**src/rtl/simulation_top_core_if.sv**
```systemverilog
// AXI-Stream C2H beat channel between the traffic source and the DMA sink.
// The master drives data/keep/valid/last and the sink answers with ready.
interface simulation_top_core_if;
  logic [63:0] tdata;
  logic [7:0]  tkeep;
  logic        tvalid;
  logic        tlast;
  logic        tready;

  modport master (
    output tdata,
    output tkeep,
    output tvalid,
    output tlast,
    input  tready
  );

  modport slave (
    input  tdata,
    input  tkeep,
    input  tvalid,
    input  tlast,
    output tready
  );
endinterface

```
**src/rtl/simulation_top_core.sv**
```systemverilog
// Simulated C2H traffic source: a divided core clock, a trigger-built packet
// and a first-word-fall-through beat FIFO drained over AXI-Stream.
module simulation_top_core #(
  parameter int CORE_DIV   = 1,
  parameter int PKT_BEATS  = 4,
  parameter int FIFO_DEPTH = 16
) (
  input  logic                        clk,
  input  logic                        rst_en,
  input  logic                        io_enable,
  output logic                        core_clk,
  simulation_top_core_if.master       m_axis_c2h,
  output logic [31:0]                 pkt_cnt,
  output logic [15:0]                 drop_cnt
);

  localparam int DW = (CORE_DIV > 1) ? $clog2(CORE_DIV) : 1;
  localparam int IW = $clog2(PKT_BEATS);
  localparam int AW = $clog2(FIFO_DEPTH);
  localparam logic [DW-1:0] DIV_TC = DW'(CORE_DIV - 1);
  localparam logic [IW-1:0] LAST   = IW'(PKT_BEATS - 1);
  localparam logic [AW:0]   LIMIT  = (AW + 1)'(FIFO_DEPTH - PKT_BEATS);

  typedef enum logic {IDLE, WRITE} state_t;

  state_t        state_q;
  state_t        state_d;
  logic [DW-1:0] div_q;
  logic [31:0]   cycle_q;
  logic          en_q;
  logic          en_qq;
  logic          trig;
  logic [15:0]   seq_q;
  logic [31:0]   cyc_q;
  logic [IW-1:0] idx_q;
  logic [AW:0]   wr_ptr;
  logic [AW:0]   rd_ptr;
  logic [AW:0]   used;
  logic          room;
  logic          push;
  logic          pop;
  logic          accept;
  logic          drop;
  logic          last_beat;
  logic [64:0]   wbeat;
  logic [64:0]   head;
  logic [64:0]   mem [FIFO_DEPTH];

  assign trig      = en_q & ~en_qq;
  assign used      = wr_ptr - rd_ptr;
  assign room      = used <= LIMIT;
  assign last_beat = (state_q == WRITE) && (idx_q == LAST);
  assign pop       = m_axis_c2h.tvalid & m_axis_c2h.tready;
  assign head      = mem[rd_ptr[AW-1:0]];

  assign m_axis_c2h.tkeep  = 8'hFF;
  assign m_axis_c2h.tvalid = |used;
  assign m_axis_c2h.tdata  = m_axis_c2h.tvalid ? head[63:0] : 64'd0;
  assign m_axis_c2h.tlast  = m_axis_c2h.tvalid & head[64];

  always_comb begin
    state_d = state_q;
    push    = 1'b0;
    accept  = 1'b0;
    drop    = 1'b0;
    wbeat   = {1'b0, 16'hA55A, seq_q, cycle_q};
    unique case (state_q)
      IDLE: begin
        if (trig) begin
          if (room) begin
            accept  = 1'b1;
            push    = 1'b1;
            state_d = WRITE;
          end else begin
            drop = 1'b1;
          end
        end
      end
      WRITE: begin
        push  = 1'b1;
        drop  = trig;
        wbeat = {last_beat, 16'(idx_q), seq_q, cyc_q + 32'(idx_q)};
        if (idx_q == LAST) state_d = IDLE;
      end
    endcase
  end

  always_ff @(posedge clk or posedge rst_en) begin
    if (rst_en) begin
      div_q    <= '0;
      core_clk <= 1'b0;
      cycle_q  <= '0;
      en_q     <= 1'b0;
      en_qq    <= 1'b0;
      state_q  <= IDLE;
      seq_q    <= '0;
      cyc_q    <= '0;
      idx_q    <= '0;
      pkt_cnt  <= '0;
      drop_cnt <= '0;
      wr_ptr   <= '0;
      rd_ptr   <= '0;
    end else begin
      if (div_q == DIV_TC) begin
        div_q    <= '0;
        core_clk <= ~core_clk;
        if (!core_clk) cycle_q <= cycle_q + 32'd1;
      end else begin
        div_q <= div_q + DW'(1);
      end
      en_q    <= io_enable;
      en_qq   <= en_q;
      state_q <= state_d;
      if (accept) begin
        cyc_q <= cycle_q;
        idx_q <= IW'(1);
      end else if (state_q == WRITE) begin
        idx_q <= idx_q + IW'(1);
      end
      if (last_beat) begin
        seq_q   <= seq_q + 16'd1;
        pkt_cnt <= pkt_cnt + 32'd1;
      end
      if (drop && drop_cnt != 16'hFFFF) drop_cnt <= drop_cnt + 16'd1;
      if (push) wr_ptr <= wr_ptr + (AW + 1)'(1);
      if (pop)  rd_ptr <= rd_ptr + (AW + 1)'(1);
    end
  end

  // Storage needs no reset: occupancy comes only from the pointers.
  always_ff @(posedge clk) begin
    if (push) mem[wr_ptr[AW-1:0]] <= wbeat;
  end

endmodule

```
**src/flat_wrapper.sv**
```systemverilog
// flat-port wrapper written by rule: the top's interface ports become plain ports
module simulation_top_core_flat 
#(
  parameter int CORE_DIV   = 1,
  parameter int PKT_BEATS  = 4,
  parameter int FIFO_DEPTH = 16
)
  (clk, rst_en, io_enable, core_clk, pkt_cnt, drop_cnt, m_axis_c2h_tdata, m_axis_c2h_tkeep, m_axis_c2h_tvalid, m_axis_c2h_tlast, m_axis_c2h_tready);
  simulation_top_core_if m_axis_c2h_i ();
  input  logic clk;
  input  logic rst_en;
  input  logic io_enable;
  output logic core_clk;
  output logic [31:0] pkt_cnt;
  output logic [15:0] drop_cnt;
  output wire logic [$bits(m_axis_c2h_i.tdata)-1:0] m_axis_c2h_tdata;
  output wire logic [$bits(m_axis_c2h_i.tkeep)-1:0] m_axis_c2h_tkeep;
  output wire logic [$bits(m_axis_c2h_i.tvalid)-1:0] m_axis_c2h_tvalid;
  output wire logic [$bits(m_axis_c2h_i.tlast)-1:0] m_axis_c2h_tlast;
  input wire logic [$bits(m_axis_c2h_i.tready)-1:0] m_axis_c2h_tready;
  assign m_axis_c2h_tdata = m_axis_c2h_i.tdata;
  assign m_axis_c2h_tkeep = m_axis_c2h_i.tkeep;
  assign m_axis_c2h_tvalid = m_axis_c2h_i.tvalid;
  assign m_axis_c2h_tlast = m_axis_c2h_i.tlast;
  assign m_axis_c2h_i.tready = m_axis_c2h_tready;
  simulation_top_core #(.CORE_DIV(CORE_DIV), .PKT_BEATS(PKT_BEATS), .FIFO_DEPTH(FIFO_DEPTH)) u_core (.clk(clk), .rst_en(rst_en), .io_enable(io_enable), .core_clk(core_clk), .m_axis_c2h(m_axis_c2h_i), .pkt_cnt(pkt_cnt), .drop_cnt(drop_cnt));
endmodule
```
**config.mk**
```make
export PLATFORM = sky130hd
export DESIGN_NAME = simulation_top_core_flat
export DESIGN_NICKNAME = d
export VERILOG_FILES = /design/src/rtl/simulation_top_core_if.sv /design/src/rtl/simulation_top_core.sv /design/src/flat_wrapper.sv
export SDC_FILE = /design/constraint.sdc
export NUM_CORES = 1
export LEC_CHECK = 0
export CAP_MARGIN = 20
export CORE_ASPECT_RATIO = 1.4
export CORE_UTILIZATION = 40
export CTS_BUF_LIST = sky130_fd_sc_hd__clkbuf_4 sky130_fd_sc_hd__clkbuf_8
export CTS_CLUSTER_SIZE = 14
export DETAILED_ROUTE_END_ITERATION = 8
export PLACE_DENSITY = 0.53
export SLEW_MARGIN = 20
export SYNTH_ARGS = -nofsm -noshare
export SYNTH_HDL_FRONTEND = slang
export SYNTH_SLANG_ARGS = --single-unit
```
**constraint.sdc**
```tcl
create_clock -name clk -period 9.2 [get_ports clk]
set_input_delay 2.76 -clock clk [delete_from_list [all_inputs] [get_ports clk]]
set_output_delay 2.76 -clock clk [all_outputs]
set_load 0.01 [all_outputs]
```
==> results of run 1 <==
## routing by layer
metal  GRT usage  up-vias
met5           0        -
met4      0.0598        0
met3      0.0398      125
met2       0.320      447
met1       0.239    10100
li1            -     8190
## cells by family after synthesis
group / share of synthesized area
flops: 0.730
simple gates: 0.0465
mux: 0.163
xor+xnor: 0.0300
buf+inv: 0.0164
compound gates: 0.00767
fa+ha+maj: 0.00563
other cells: 0.000192
## power by group through the flow
stage	sequential [mW]	clock, mW	combinational, mW
5_1_grt	6.25	3.95	5.27
3_3_place_gp	6.26	0	4.91
6_report	6.19	3.67	4.88
4_1_cts	6.21	3.78	4.99
3_5_place_dp	6.30	0	4.98
2_1_floorplan	6.08	0	3.20
## through the flow
step	utilization	hold WS, ns	cell area, um^2
final	0.465	0.379	45000
after global routing	0.465	0.396	45000
after CTS	0.464	0.381	44900
after detailed placement	0.432	0.368	41800
after global placement	0.432	0.358	41800
after floorplan	-	0.346	39200
## registers in the layout, indices dropped and copies added (netlist names)
name             flops
u_core.en_qq         1
u_core.idx_q         2
u_core.drop_cnt     16
u_core.pkt_cnt      32
u_core.seq_q        16
u_core.wr_ptr        5
u_core.cycle_q      32
u_core.core_clk      1
u_core.mem         832
u_core.cyc_q        32
u_core.en_q          1
u_core.rd_ptr        5
u_core.state_q       1
## worst reg2reg max path, stage by stage (launching register included)
cell,delay [ns]
dfrtp_4,1.08
inv_1,0.12
ha_1,0.36
and2b_2,0.22
o211ai_1,0.19
a21boi_0,0.20
o31ai_4,0.50
nand2_1,0.31
nor2_4,0.89
buf_4,0.76
## cell type report
type / instances / share of cell area
Tap cell: 1301 / 0.0362
Antenna cell: 1 / 0.0000556
Timing Repair Buffer: 147 / 0.0320
Clock buffer: 203 / 0.0568
Sequential cell: 976 / 0.636
Clock inverter: 72 / 0.0113
Inverter: 20 / 0.00184
Multi-Input combinational cell: 858 / 0.226
## path summary, 6_finish.rpt
path / start / to / cells past startpoint
setup / recovery: u_core.rd_ptr[1]$_DFFE_PP0P_ / m_axis_c2h_tdata[22] / 5
hold / removal: u_core.en_q$_DFF_PP0_ / u_core.en_qq$_DFF_PP0_ / 0
setup reg to reg: u_core.rd_ptr[1]$_DFFE_PP0P_ / u_core.mem[7][2]$_DFFE_PP_ / 9
hold reg to reg: u_core.en_q$_DFF_PP0_ / u_core.en_qq$_DFF_PP0_ / 0
max in group asynchronous: rst_en / u_core.cycle_q[27]$_DFFE_PP0N_ / 3
min in group asynchronous: rst_en / u_core.cycle_q[10]$_DFFE_PP0N_ / 2
## cells in the mapped netlist (30+ instances only)
cell,number,area [um^2]
nand3_1,38,190
nor2_1,79,297
mux2_4,30,450
nand2_1,69,259
xnor2_1,83,727
nand4_1,30,188
mux4_2,260,5860
a21oi_1,33,165
xor2_1,49,429
dfrtp_1,144,3600
edfxtp_1,832,25000
clkbuf_1,51,191
nor2b_1,54,338
==> impl_metrics.py, run 1 <==
metrics = {
    "outcome": {
        "status": "complete, no violations",
    },
    "routing": {
        "drt-pass1-iter-count": 5,
        "met1_length_um": 37400,
        "vias_per_cell": 5.27,
        "wl_per_cell_um": 25.0,
        "via_count": 18800,
        "drc": 0,
        "drt_iter0_markers": 1352,
        "ant_nets": 0,
        "met3_length_um": 4210,
        "wirelength_um": 89500,
        "highest_layer": "met4",
        "wl_met2_um": 46000,
    },
    "critical_path": {
        "crit_path_frequent_cell": "mux4_2",
        "critPathBufInv": 2,
        "max_stage_delay_ns": 1.08,
        "cp_max_fo": 149,
        "cp-start-kind": "flip-flop",
        "cp_data_arrival_time_ns": 4.45,
        "path_cells": "buf_12 > mux4_2 > mux4_2 > nor2b_1 > clkdlybuf4s50_1",
        "cp_slowest_cell": "dfrtp_4",
        "crit_required_ns": 6.44,
        "r2r_slack_ns": 4.17,
        "endpoint_kind": "output pin",
        "crit_family": "buffers and inverters",
        "path_class": "reg -> out",
    },
    "grt": {
        "grt_pass1_vias": 20600,
        "grt_max_degree": 150,
        "antenna_found_initial": 3,
        "grt_pass1_wl_um": 134000,
        "gr-total-overflow": 0,
        "grt_use_total": 0.188,
    },
    "power": {
        "power_mw": 14.7,
        "net-switching-power_mw": 4.65,
        "p_leak_nw": 15.2,
        "peakVddDrop_v": 0.000235,
        "intPower_mw": 10.1,
        "power_density_nw_per_um2": 328,
        "pwr-share-comb": 0.331,
        "p_sw_frac": 0.316,
        "seqPwrFrac": 0.420,
        "pwr-share-clk": 0.249,
    },
    "sta": {
        "finalCriticalPeriod_ns": 7.21,
        "fmax_ghz": 0.139,
        "worst_slack_ns": 1.99,
        "skew_ns": 0.0429,
        "worst_slew_pin_slew_ns": 1.12,
        "report.final.slew_viol_count": 0,
        "period_share": 0.784,
        "setup_tns_ns": 0,
        "relSlewSlack": 0.250,
        "setup-violations-final": 0,
        "hold_viol": 0,
        "rsz0062_at_grt": "false",
    },
    "die": {
        "initial_utilization": 0.404,
        "ios": 127,
        "die_x_um": 266,
        "rows": 135,
        "die_h_um": 372,
        "dieArea_um2": 99100,
        "core_area_um2": 96800,
    },
    "placement": {
        "dp_hpwl_um": 46600,
        "pre_cts_slack_ns": 2.68,
        "place_congestion": 0.743,
        "numPortBuffers": 111,
        "placed_cells": 3302,
    },
    "clocking": {
        "clkTransAtPathRegs_ns": 0.06,
        "cts-resized-gates": 0,
        "numCtsBuffers": 150,
        "cts_max_level": 4,
        "cts_buffer_depth": 3,
        "ctsHoldBuffers": 0,
        "clockRootBuffer": "clkbuf_8",
        "post_cts_buffers": 0,
        "cts.sinks": 976,
        "cts_tree": "built",
        "clock_latency_ns": 0.85,
    },
    "synth": {
        "synthArstFlopShare": 0.148,
        "seq_area_frac_synth": 0.730,
        "synth_seq_cells": 976,
        "synth_cells": 1946,
        "synth.cell_area_um2": 39100,
        "synth_edf_count": 832,
        "synth_cell_type_count": 62,
        "synthFlopType": "edfxtp_1",
        "yosys_warnings": 0,
        "synth.avg_cell_area_um2": 20.1,
    },
    "job": {
        "drv_cap": 0,
    },
    "final_layout": {
        "layout_commonest_cell": "edfxtp_1",
        "area_growth_pct": 14.9,
        "drive_gt1_frac": 0.279,
        "final_cells": 3578,
        "most-common-layout-cells": "edfxtp_1 (832), mux4_2 (260), clkbuf_8 (165)",
        "ff_latch_area_um2": 28600,
        "n_fill_cell": 8088,
        "final_net_count": 2174,
        "multi_input_area_um2": 10200,
    },
    "worst_hold_path": {
        "worstHoldPathType": "reg -> reg",
    },
}
Note: power is estimated with default switching activity, not from simulation.
==> run 2, diff against run 1 <==
==> constraint.sdc (replaced) <==
create_clock -name clk -period 7.1 [get_ports clk]
set_input_delay 2.13 -clock clk [delete_from_list [all_inputs] [get_ports clk]]
set_output_delay 2.13 -clock clk [all_outputs]
set_load 0.01 [all_outputs]
==> run 2 against run 1 <==
Effect of this change:
- sequential cell count unchanged
- power rose by 29%
- final area hardly changed
- wire length up 0.91%
- die area did not move
- clock power increased by 26%
- utilization barely moved
- clock-buffer cell count increased by 26
- critical endpoint is now m_axis_c2h_tdata[10]
- largest cell class unchanged
- largest power group unchanged
- highest routed layer unchanged
==> impl_metrics.py, run 2 (same netlist as run 1, synthesis figures left out) <==
metrics = {
    "outcome": {
        "status": "complete, no violations",
    },
    "power": {
        "peakVddDrop_v": 0.000320,
        "seqPwrFrac": 0.414,
        "intPower_mw": 13.0,
        "pwr-share-clk": 0.243,
        "power_density_nw_per_um2": 422,
        "p_sw_frac": 0.316,
        "net-switching-power_mw": 6.00,
        "p_leak_nw": 15.2,
        "pwr-share-comb": 0.342,
    },
    "clocking": {
        "clockRootBuffer": "clkbuf_8",
        "cts_max_level": 4,
        "clock_latency_ns": 0.82,
        "numCtsBuffers": 152,
        "cts_tree": "built",
        "cts_buffer_depth": 3,
        "post_cts_buffers": 0,
        "clkTransAtPathRegs_ns": 0.06,
        "cts.sinks": 976,
        "cts-resized-gates": 0,
        "ctsHoldBuffers": 0,
    },
    "sta": {
        "worst_slew_pin_slew_ns": 1.05,
        "relSlewSlack": 0.299,
        "finalCriticalPeriod_ns": 6.26,
        "report.final.slew_viol_count": 0,
        "skew_ns": 0.0284,
        "setup-violations-final": 0,
        "setup_tns_ns": 0,
        "fmax_ghz": 0.160,
        "period_share": 0.881,
        "rsz0062_at_grt": "false",
        "hold_viol": 0,
    },
    "routing": {
        "vias_per_cell": 5.31,
        "drt_iter0_markers": 1264,
        "drt-pass1-iter-count": 5,
        "via_count": 19000,
        "drc": 0,
        "wirelength_um": 90400,
        "wl_per_cell_um": 25.2,
        "ant_nets": 0,
    },
    "critical_path": {
        "startpoint": "u_core.rd_ptr[3]$_DFFE_PP0P_",
        "crit_path_frequent_cell": "buf_4",
        "endpoint_kind": "output pin",
        "path_cells": "inv_4 > buf_4 > buf_4 > mux4_2 > nor2b_1 > clkdlybuf4s50_1",
        "critPathBufInv": 4,
        "cp_slowest_cell": "buf_4",
        "crit_family": "buffers and inverters",
        "crit_required_ns": 4.97,
        "reg2reg_from": "u_core.idx_q[0]$_DFFE_PP0P_",
        "cp_data_arrival_time_ns": 4.13,
        "path_class": "reg -> out",
        "cp_max_fo": 26,
        "max_stage_delay_ns": 0.73,
        "cp-start-kind": "flip-flop",
    },
    "final_layout": {
        "largest_register_ffs": 832,
        "area_growth_pct": 14.8,
        "layout_commonest_cell": "edfxtp_1",
        "n_fill_cell": 8113,
        "finish.utilization": 0.464,
        "drive_gt1_frac": 0.280,
        "final_net_count": 2179,
        "multi_input_area_um2": 10100,
        "ff_latch_area_um2": 28600,
        "most-common-layout-cells": "edfxtp_1 (832), mux4_2 (260), clkbuf_8 (163)",
    },
    "placement": {
        "place_congestion": 0.722,
        "numPortBuffers": 111,
        "dp_hpwl_um": 47300,
    },
    "grt": {
        "grt_use_total": 0.188,
        "grt_pass1_wl_um": 135000,
        "grt_max_degree": 110,
        "grt_pass1_vias": 20600,
        "gr-total-overflow": 0,
        "antenna_found_initial": 3,
    },
    "die": {
        "ios": 127,
        "die_h_um": 372,
        "core_area_um2": 96800,
        "dieArea_um2": 99100,
        "rows": 135,
        "die_x_um": 266,
        "initial_utilization": 0.404,
    },
    "job": {
        "drv_cap": 0,
    },
    "worst_hold_path": {
        "worstHoldPathType": "reg -> reg",
        "hp-start": "u_core.en_q$_DFF_PP0_",
    },
}
run 2: cell count changes in the layout (fill, tap and decap cells not counted), moves of 2 or more:
cell / before / now
bufinv_16: 5 / 0
clkbuf_4: 38 / 66
inv_8: 3 / 0
clkinv_2: 21 / 9
clkbuf_8: 165 / 163
buf_12: 3 / 8
clkinvlp_4: 5 / 3
clkinv_1: 32 / 34
run 2: final timing paths:
kind | endpoint | slack [ns] | depth (start not counted)
min | u_core.en_qq$_DFF_PP0_ | 0.37 | 0
min reg2reg | u_core.en_qq$_DFF_PP0_ | 0.37 | 0
min in group asynchronous | u_core.drop_cnt[7]$_DFFE_PP0P_ | 1.75 | 2
max | m_axis_c2h_tdata[10] | 0.84 | 6
max reg2reg | u_core.mem[3][28]$_DFFE_PP_ | 2.97 | 9
max in group asynchronous | u_core.rd_ptr[2]$_DFFE_PP0P_ | 4.22 | 3
run 2: final cells by class:
cell class	count	area share
multi-input combinational	858	0.226
tap	1301	0.0362
clock inverter	50	0.00512
clock buffer	229	0.0609
inverter	20	0.00184
antenna	2	0.000111
sequential	976	0.636
timing repair buffer	150	0.0335
run 2: metrics by stage:
stage          power (mW)  hold WS, ns  cell area, um^2  worst slack (ns)  cells
5_1_grt              19.9        0.384            44900             0.563   3586
3_3_place_gp         14.5        0.358            41900              1.58   3305
4_1_cts              19.3        0.375            44900             0.647   3584
3_5_place_dp         14.6        0.361            41900              1.58   3305
2_1_floorplan        12.0        0.346            39200             0.509   1959
6_report             19.0        0.370            44900             0.844   3586
run 2: metal layers:
| layer | track usage | share of wire | vias to the layer above |
|---|---|---|---|
| met3 | 0.0357 | 0.039 | 127 |
| met4 | 0.0528 | 0.018 | 0 |
| met5 | 0 | 0 | - |
| met2 | 0.323 | 0.52 | 428 |
| met1 | 0.243 | 0.42 | 10300 |
| li1 | - | - | 8200 |
run 2: power groups by stage:
stage,Combinational [mW],Sequential [mW],Clock [mW]
6_report,6.50,7.86,4.62
5_1_grt,7.00,7.94,4.98
4_1_cts,6.65,7.88,4.76
3_5_place_dp,6.63,7.99,0
3_3_place_gp,6.58,7.95,0
2_1_floorplan,4.15,7.88,0
==> run 3, diff against run 2 <==
--- a/config.mk
+++ b/config.mk
@@ -7,6 +7,7 @@
 export LEC_CHECK = 0
 export CAP_MARGIN = 20
 export CORE_ASPECT_RATIO = 1.4
+export CORE_MARGIN = 5
 export CORE_UTILIZATION = 40
 export CTS_BUF_LIST = sky130_fd_sc_hd__clkbuf_4 sky130_fd_sc_hd__clkbuf_8
 export CTS_CLUSTER_SIZE = 14
==> run 3 against run 2 <==
Effect of this change:
- utilization is 0.062 points higher
- global-route usage decreased by 1.3 points
- worst setup slack got worse by 0.098 ns
- critical path depth increased by 1
- first-iteration DRC count fell by 0.63%
- cell count decreased by 0.14%
- via count decreased by 0.13%
- fmax is 1.5% lower
- sequential power up 1%
- die area grew 5.2%
- critical path type unchanged
==> impl_metrics.py, run 3 (same netlist as run 1, synthesis figures left out) <==
metrics = {
    "outcome": {
        "status": "complete, no violations",
    },
    "placement": {
        "place_congestion": 0.751,
        "placed_cells": 3302,
        "dp_hpwl_um": 48000,
        "numPortBuffers": 111,
        "place_area_um2": 41900,
    },
    "power": {
        "power_mw": 19.1,
        "p_leak_nw": 15.3,
        "pwr-share-clk": 0.247,
        "seqPwrFrac": 0.416,
        "p_sw_frac": 0.313,
        "intPower_mw": 13.1,
        "pwr-share-comb": 0.337,
        "peakVddDrop_v": 0.000233,
        "net-switching-power_mw": 5.99,
        "power_density_nw_per_um2": 424,
    },
    "final_layout": {
        "drive_gt1_frac": 0.284,
        "final_cells": 3581,
        "largest_register_ffs": 832,
        "most-common-layout-cells": "edfxtp_1 (832), mux4_2 (260), clkbuf_8 (166)",
        "layout_commonest_cell": "edfxtp_1",
        "final_net_count": 2177,
        "fin_area_um2": 45100,
        "n_fill_cell": 8259,
        "area_growth_pct": 15.2,
    },
    "routing": {
        "wirelength_um": 90500,
        "vias_per_cell": 5.31,
        "drc": 0,
        "ant_nets": 0,
        "drt_iter0_markers": 1256,
        "drt-pass1-iter-count": 5,
        "via_count": 19000,
        "wl_per_cell_um": 25.3,
    },
    "grt": {
        "grt_pass1_vias": 20700,
        "antenna_found_initial": 4,
        "grt_use_total": 0.175,
        "grt_max_degree": 98,
        "gr-total-overflow": 0,
        "grt_pass1_wl_um": 135000,
    },
    "clocking": {
        "clockRootBuffer": "clkbuf_8",
        "post_cts_buffers": 0,
        "cts-resized-gates": 0,
        "numCtsBuffers": 151,
        "clkTransAtPathRegs_ns": 0.06,
        "clock_latency_ns": 0.81,
        "cts.sinks": 976,
        "cts_max_level": 4,
        "ctsHoldBuffers": 0,
        "cts_tree": "built",
        "cts_buffer_depth": 3,
    },
    "die": {
        "die_x_um": 274,
        "ios": 127,
        "core_area_um2": 97000,
        "dieArea_um2": 104000,
        "initial_utilization": 0.404,
        "rows": 135,
        "die_h_um": 380,
    },
    "sta": {
        "fmax_ghz": 0.157,
        "report.final.slew_viol_count": 0,
        "setup_tns_ns": 0,
        "skew_ns": 0.0280,
        "hold_viol": 0,
        "finalCriticalPeriod_ns": 6.35,
        "rsz0062_at_grt": "false",
        "worst_slew_pin_slew_ns": 1.06,
        "relSlewSlack": 0.289,
        "period_share": 0.895,
        "setup-violations-final": 0,
    },
    "worst_hold_path": {
        "worstHoldPathType": "reg -> reg",
    },
    "critical_path": {
        "cp-start-kind": "flip-flop",
        "crit_required_ns": 4.97,
        "endpoint_kind": "output pin",
        "path_class": "reg -> out",
        "cp_max_fo": 50,
        "cp_data_arrival_time_ns": 4.22,
    },
    "job": {
        "drv_cap": 0,
    },
}
## run 3: worst max-delay path, stage by stage (launching register included)
cell and delay, ns:
dfrtp_4 0.75, inv_1 0.19, ha_1 0.42, a21boi_0 0.33, o22ai_1 0.17, o311a_4 0.40
nor2b_1 0.51, clkdlybuf4s50_1 0.63
## run 3: routing by layer
metal / GRT usage / routed length (um) / vias to the layer above
li1: - / - / 8204
met1: 0.226 / 37100 / 10200
met2: 0.300 / 47100 / 478
met3: 0.0403 / 4360 / 140
met4: 0.0485 / 1900 / 0
met5: 0 / 0 / -
## run 3: cell type report
class / instances / area, um^2 / area share
Clock inverter: 43 / 264 / 0.00586
Antenna cell: 1 / 2.50 / 0.0000555
Sequential cell: 976 / 28600 / 0.634
Multi-Input combinational cell: 858 / 10200 / 0.225
Tap cell: 1301 / 1630 / 0.0361
Inverter: 20 / 82.6 / 0.00183
Clock buffer: 233 / 2790 / 0.0618
Timing Repair Buffer: 149 / 1560 / 0.0346
## run 3: final timing paths
path	to	startpoint	slack (ns)	depth (start not counted)
worst max-delay path	m_axis_c2h_tdata[8]	u_core.rd_ptr[2]$_DFFE_PP0P_	0.75	7
worst min-delay path	u_core.en_qq$_DFF_PP0_	u_core.en_q$_DFF_PP0_	0.38	0
max in group asynchronous	u_core.cycle_q[29]$_DFFE_PP0N_	rst_en	3.91	3
worst min register to register	u_core.en_qq$_DFF_PP0_	u_core.en_q$_DFF_PP0_	0.38	0
min in group asynchronous	u_core.pkt_cnt[10]$_DFFE_PP0P_	rst_en	1.94	2
worst max register to register	u_core.mem[12][30]$_DFFE_PP_	u_core.rd_ptr[1]$_DFFE_PP0P_	2.48	9
## run 3: power groups by stage
| stage | clock, mW | combinational [mW] | sequential, mW |
|---|---|---|---|
| floorplan | 0 | 4.15 | 7.88 |
| global placement | 0 | 6.50 | 8.03 |
| detailed placement | 0 | 6.57 | 8.08 |
| CTS | 4.87 | 6.60 | 7.96 |
| global route | 5.14 | 6.96 | 8.01 |
| finish | 4.72 | 6.44 | 7.94 |
## run 3: through the flow
step,hold slack [ns],util,setup WS (ns)
2_1_floorplan,0.346,-,0.509
3_3_place_gp,0.358,0.432,1.54
3_5_place_dp,0.376,0.432,1.54
4_1_cts,0.387,0.464,0.600
5_1_grt,0.412,0.465,0.493
6_report,0.380,0.465,0.746
